$ cat config.mk
export PLATFORM = sky130hd
export DESIGN_NAME = pe_chain_ctrl
export DESIGN_NICKNAME = d
export VERILOG_FILES = /design/src/rtl/pe_pkg.sv /design/src/rtl/pe_len_mask.sv /design/src/rtl/pe_chain_ctrl.sv
export SDC_FILE = /design/constraint.sdc
export NUM_CORES = 1
export LEC_CHECK = 0
export CAP_MARGIN = 40
export CORE_AREA = 2 2 52 54
export CTS_CLUSTER_SIZE = 12
export DETAILED_ROUTE_END_ITERATION = 8
export DIE_AREA = 0 0 54 56
export PLACE_DENSITY = 0.87
export SYNTH_ARGS = -nofsm -noshare
export SYNTH_HDL_FRONTEND = slang
export SYNTH_SLANG_ARGS = --single-unit
$ cat constraint.sdc
create_clock -name clk -period 4.8 [get_ports clk]
set_clock_uncertainty 0.1 [all_clocks]
set_input_delay 0.96 -clock clk [delete_from_list [all_inputs] [get_ports clk]]
set_output_delay 0.96 -clock clk [all_outputs]
set_load 0.01 [all_outputs]
$ cat src/rtl/pe_pkg.sv
// pe_pkg: shared definitions for the PE shift-chain controller.
// Holds the default chain geometry (3x3 kernel, 8-bit samples) and the
// controller FSM state type with its state constants.
package pe_pkg;

  localparam int unsigned NUM_PE_DEF = 9;
  localparam int unsigned DATA_W_DEF = 8;

  typedef logic [2:0] state_t;

  localparam state_t StIdle    = 3'd0;
  localparam state_t StLoad    = 3'd1;
  localparam state_t StPad     = 3'd2;
  localparam state_t StCompute = 3'd3;
  localparam state_t StDone    = 3'd4;

endpackage

$ cat src/rtl/pe_len_mask.sv
// pe_len_mask: combinational length-to-thermometer mask generator.
// Ports:
//   len  - number of active PEs (0..NUM_PE)
//   mask - NUM_PE-bit mask; bit 0 is the chain head
// TAIL_ALIGN=0 sets the low len bits, TAIL_ALIGN=1 sets the high len bits.
module pe_len_mask #(
  parameter int unsigned NUM_PE     = 9,
  parameter int unsigned LEN_W      = 4,
  parameter bit          TAIL_ALIGN = 1'b0
) (
  input  logic [LEN_W-1:0]  len,
  output logic [NUM_PE-1:0] mask
);

  always_comb begin
    mask = '0;
    for (int i = 0; i < int'(NUM_PE); i++) begin
      if (TAIL_ALIGN) begin
        mask[i] = (i >= int'(NUM_PE) - int'(len));
      end else begin
        mask[i] = (i < int'(len));
      end
    end
  end

endmodule

$ cat src/rtl/pe_chain_ctrl.sv
// pe_chain_ctrl: load/compute sequencer for a shift chain of NUM_PE PEs.
// A job streams cfg_len source samples into the chain head, optionally
// flushes the chain with zeros, then enables the multiplier bar for one
// accepted cycle and pulses done.
// Ports:
//   clk, rst              - clock, synchronous active-high reset
//   start, cfg_len        - job request (IDLE only) and sample count
//   src_valid/ready/data  - source sample handshake
//   pe_valid, pe_data     - shift strobe and head sample to the chain
//   pe_enable, mac_ready  - per-PE product enable and bar back-pressure
//   busy, done            - not-idle flag, one-cycle completion pulse
// Build option: PE_CHAIN_CTRL_ZERO_PAD_EN adds the zero-pad state and
// tail-aligned product masking.
module pe_chain_ctrl
  import pe_pkg::*;
#(
  parameter int unsigned NUM_PE = NUM_PE_DEF,
  parameter int unsigned DATA_W = DATA_W_DEF
) (
  input  logic                         clk,
  input  logic                         rst,
  input  logic                         start,
  input  logic [$clog2(NUM_PE+1)-1:0]  cfg_len,
  input  logic                         src_valid,
  input  logic signed [DATA_W-1:0]     src_data,
  output logic                         src_ready,
  output logic                         pe_valid,
  output logic signed [DATA_W-1:0]     pe_data,
  output logic [NUM_PE-1:0]            pe_enable,
  input  logic                         mac_ready,
  output logic                         busy,
  output logic                         done
);

  localparam int unsigned LenW = $clog2(NUM_PE + 1);

`ifdef PE_CHAIN_CTRL_ZERO_PAD_EN
  localparam bit PadEn = 1'b1;
`else
  localparam bit PadEn = 1'b0;
`endif

  state_t            state_q, state_d;
  logic [LenW-1:0]   cnt_q, cnt_d;
  logic [LenW-1:0]   len_q, len_d;
  logic [NUM_PE-1:0] mask_q, mask_d;
  logic [LenW-1:0]   sat_len;
  logic [NUM_PE-1:0] start_mask;
  logic [LenW-1:0]   cnt_inc;

  assign sat_len = (cfg_len > LenW'(NUM_PE)) ? LenW'(NUM_PE) : cfg_len;
  assign cnt_inc = cnt_q + LenW'(1);

  // With padding the loaded samples end up at the chain tail.
  pe_len_mask #(
    .NUM_PE     (NUM_PE),
    .LEN_W      (LenW),
    .TAIL_ALIGN (PadEn)
  ) u_len_mask (
    .len  (sat_len),
    .mask (start_mask)
  );

  always_comb begin
    state_d   = state_q;
    cnt_d     = cnt_q;
    len_d     = len_q;
    mask_d    = mask_q;
    src_ready = 1'b0;
    pe_valid  = 1'b0;
    pe_data   = '0;
    pe_enable = '0;
    done      = 1'b0;
    case (state_q)
      StIdle: begin
        if (start) begin
          len_d   = sat_len;
          mask_d  = start_mask;
          cnt_d   = '0;
          state_d = (sat_len == '0) ? StDone : StLoad;
        end
      end
      StLoad: begin
        src_ready = 1'b1;
        pe_valid  = src_valid;
        pe_data   = src_data;
        if (src_valid) begin
          cnt_d = cnt_inc;
          if (cnt_inc == len_q) begin
`ifdef PE_CHAIN_CTRL_ZERO_PAD_EN
            state_d = (len_q < LenW'(NUM_PE)) ? StPad : StCompute;
`else
            state_d = StCompute;
`endif
          end
        end
      end
`ifdef PE_CHAIN_CTRL_ZERO_PAD_EN
      StPad: begin
        // The counter keeps running until the whole chain has been shifted.
        pe_valid = 1'b1;
        cnt_d    = cnt_inc;
        if (cnt_inc == LenW'(NUM_PE)) begin
          state_d = StCompute;
        end
      end
`endif
      StCompute: begin
        if (mac_ready) begin
          pe_enable = mask_q;
          state_d   = StDone;
        end
      end
      StDone: begin
        done    = 1'b1;
        state_d = StIdle;
      end
      default: state_d = StIdle;
    endcase
  end

  assign busy = (state_q != StIdle);

  always_ff @(posedge clk) begin
    if (rst) begin
      state_q <= StIdle;
      cnt_q   <= '0;
      len_q   <= '0;
      mask_q  <= '0;
    end else begin
      state_q <= state_d;
      cnt_q   <= cnt_d;
      len_q   <= len_d;
      mask_q  <= mask_d;
    end
  end

endmodule

# == Word level (Yosys, flattened, before mapping) ==
# Cells that the tools add are included.
# word_totals
register_bits,20
input_bits,17
out_inout_bits,21
word_cells,46
# classes
add_sub_neg,1
order_cmp,10
n_eq_ne,8
n_mux,16
reduce_logical,7
# op_table
cell,n
2-to-1 mux 9 bit,2
< comparator 3 x 4 -> 1 bit (first input constant),4
2-to-1 mux 3 bit,5
2-to-1 mux 4 bit,3
case mux 3 bit (3 select lines),1
< comparator 1 x 4 -> 1 bit (first input constant),2
< comparator 2 x 4 -> 1 bit (first input constant),2
2-to-1 mux 8 bit,1
inequality test 2 bit (second input constant),4
case mux 4 bit (2 select lines),1
adder 4 x 1 -> 4 bit (second input constant),1
== test 4 bit,1
> comparator 4 bit (second input constant),1
logical NOT 4 bit,1
< comparator 4 bit (first input constant),1
AND reduction 4 bit,1
== test 3 x 1 -> 1 bit (second input constant),1
== test 3 x 2 -> 1 bit (second input constant),1
== test 3 bit (second input constant),1
logical NOT 3 bit,1
2-to-1 mux 1 bit,3
AND reduction 3 bit,1
nonzero test 3 bit,1
AND reduction 2 bit,1
nonzero test 2 bit,1

# == Logic depth before layout (Yosys ltp) ==
# logic_depth
depth_word,6
depth_mapped,6
depth_no_buf,5

# == Hierarchy ==
# A second synthesis with hierarchy kept.
# hier_totals
hier_cells,146
hier_area_um2,1137.3
# by_module_without_submodules
module,instances,cells_each,area_per_inst_um2,seq_area_each_um2
pe_chain_ctrl,1,136,1059.8,400.4
pe_len_mask,1,10,77.6,0.0

# == Worst setup path before layout ==
# OpenSTA, ideal clock, no wires.
# synth_path
path_type,input-to-output
startpoint,input mac_ready
endpoint,output pe_enable[0]
arrival_ns,1.496
required_ns,3.740
path_slack_ns,2.244
path_stages,3
n_path_buf,1
path_cell_list,and4b_1 clkbuf_1 and2_1
# synth_between
elab_chain_cells,2
# synth_rtl
item,line,source
start: declaration,pe_chain_ctrl.sv:30,"input logic mac_ready,"
2-to-1 mux 9 bit,pe_chain_ctrl.sv:109,if (mac_ready) begin
2-to-1 mux 9 bit,pe_chain_ctrl.sv:74,case (state_q)
end: declaration,pe_chain_ctrl.sv:29,"output logic [NUM_PE-1:0] pe_enable,"
# Every way passes these cells.

# == Worst setup path after layout ==
# layout_path
startpoint,input mac_ready
endpoint,output pe_enable[4]
# Same word-level chain as after synthesis.

==> impl_metrics.yaml <==
routing:
  drt-initial-drc-count: 23
  viasPerCell: 5.64
  vias: 1082
  drtPass1Iterations: 4
  wl_per_cell_um: 14.5
  drtAntennaViolNets: 0
  wl_um: 2790
  drc: 0
logic_synthesis:
  synthTopCellsByArea: "dfxtp_1 (34%), and2_1 (5.6%), nor2_1 (4.7%)"
  yosysMostFrequentCell: "dfxtp_1"
  synth_common_cells: "dfxtp_1 (19), nor2_1 (14), and2_1 (10), a21oi_1 (9), and3_1 (8)"
  yosysUniqueCellTypes: 43
  ys_ff_latch: 19
  synthesis.nets: 150
  synth_seq_area_share_pct: 33.8
  synth.top_cell.area_share_pct: 33.8
  yosysWarnings: 0
  async_reset_ff_share_pct: 0
  netlist_instances: 132
  synth_edf_count: 0
  yosys_most_used_dff: "dfxtp_1"
  yosysTopAreaCell: "dfxtp_1"
  syn_area_per_cell_sq_um: 8.52
  syn_area_sq_mm: 0.00112
final_layout:
  nets: 181
  drive_gt1_share_pct: 5.56
  antenna_cells: 0
  area_growth_pct: 33.0
setup_path:
  endpoint_kind: "output port"
  critPathKind: "input port to output port"
  required_ns: 3.74
  crit_path_max_fanout: 9
  crit_arrival_ns: 2.56
  cp-start-kind: "input port"
sta:
  finalSetupTns_ns: 0
  max_freq_mhz: 276
  period_minus_slack_ns: 3.62
  slew_viol_final: 0
  tightest_slew_ns: 0.748
  rsz0062_at_grt: "no"
  relSlewSlack_pct: 49.9
  min_period_over_period_pct: 75.4
  setup_viol: 0
  finalHoldViolCount: 0
placement:
  dpl.hpwl_um: 2030
  port_buffers: 37
  gp_congestion: 0.849
grt:
  grt_first_pass_wirelength_um: 4390
  overflow: 0
  grt_max_degree: 20
  groute.usage.overall_pct: 19.5
  grt_pass1_vias: 999
  antenna_found_initial: 0
power:
  fin_total_pwr_mw: 0.373
  power.density_mw_per_mm2: 250
  ir_worst_vdd_uv: 218
  p_leak_nw: 0.562
worst_hold_path:
  hp-class: "flip-flop to flip-flop"
job:
  cap_violations: 0
floorplanning:
  die_width_um: 54
  die_h_um: 56
  coreArea_sq_mm: 0.00243
  rows: 18
  start_util_pct: 46.2
  num_io_pins: 38
  die-area_sq_mm: 0.00302
cts:
  clk_pin_slew_ns: 0.10
  holdBufCountCts: 0
  ctsResizeCount: 0
  cts_sinks: 19
  clockBufferDepth: 2
  cts_buffers: 3
  insertion_delay_ns: 0.30
  htreeDepth: 1
  cts_setup_buffers: 0
  tritoncts: "done"
  root_buffer: "clkbuf_4"
outcome:
  status: "finished, final reports clean"
==> power by group <==
group          total [mW]  switching, mW  internal (mW)
clock              0.0806         0.0483         0.0323
sequential          0.185         0.0142          0.170
combinational       0.108         0.0515         0.0567
total               0.373          0.114          0.259
==> flip-flops by register name (all words and copies together), names as in the netlist <==
signal and cells:
len_q 3, state_q 3, mask_q 9, cnt_q 4
==> worst max-delay path, stage by stage <==
cell,delay [ns]
clkdlybuf4s50_1,0.50
and4b_1,0.39
and2_1,0.17
clkdlybuf4s50_1,0.54
==> layout make-up <==
cell class                      instances  area [sq um]
Clock buffer                            4          26.3
Sequential cell                        19           380
Inverter                                2          7.51
Tap cell                               30          37.5
Timing Repair Buffer                   37           370
Multi-Input combinational cell        100           674
Fill cell                             227           936
==> per-stage QoR <==
stage	util, %	instances	hold WS, ns	setup WS, ns	instance area, sq um
2_1_floorplan	-	132	0.327	2.24	1120
3_3_place_gp	60.4	188	0.340	1.19	1470
3_5_place_dp	60.4	188	0.356	1.17	1470
4_1_cts	61.5	192	0.371	1.16	1500
5_1_grt	61.5	192	0.388	1.09	1500
6_report	61.5	192	0.367	1.18	1500
==> logic make-up after synthesis <==
logic type,after synthesis,synth area share [%]
and+or+nand+nor,67,36.7
AOI/OAI and AO/OA,25,15.1
DFF,19,33.8
buffers and inverters,13,6.23
xor gates and xnor gates,5,5.23
muxes,2,1.78
adders and majority gates,1,1.11
==> cell usage in the layout, fill, tap and decap left out, drive strengths merged, types with 2 or more instances in the layout <==
cell / count
clkdlybuf4s50: 37
dfxtp: 19
nor2: 14
and2: 10
a21oi: 9
and3: 8
nand2: 7
nor3: 7
o21ai: 4
clkbuf: 4
nor2b: 3
nand2b: 3
nand3b: 3
xnor2: 3
a211oi: 3
nor3b: 2
inv: 2
mux2i: 2
nand3: 2
a311oi: 2
or3: 2
nor4: 2
a2111oi: 2
==> metal layers <==
metal / part of all wire (%) / vias up / track usage [%]
met3: 7.3 / 4 / 4.84
met5: 0 / - / 0
li1: - / 525 / -
met2: 51 / 41 / 32.1
met1: 40 / 512 / 23.4
met4: 1.2 / 0 / 8.21
==> worst paths after layout <==
| kind | depth (start not counted) | to | slack [ns] | startpoint |
|---|---|---|---|---|
| worst max-delay path | 4 | pe_enable[4] | 1.18 | mac_ready |
| worst min-delay path | 2 | mask_q[8]$_SDFFE_PP0P_ | 0.37 | mask_q[8]$_SDFFE_PP0P_ |
| worst max register to register | 4 | mask_q[2]$_SDFFE_PP0P_ | 2.82 | state_q[1]$_SDFFE_PP0P_ |
| worst min register to register | 2 | mask_q[8]$_SDFFE_PP0P_ | 0.37 | mask_q[8]$_SDFFE_PP0P_ |
No activity file was read; power rests on OpenSTA's default activity.
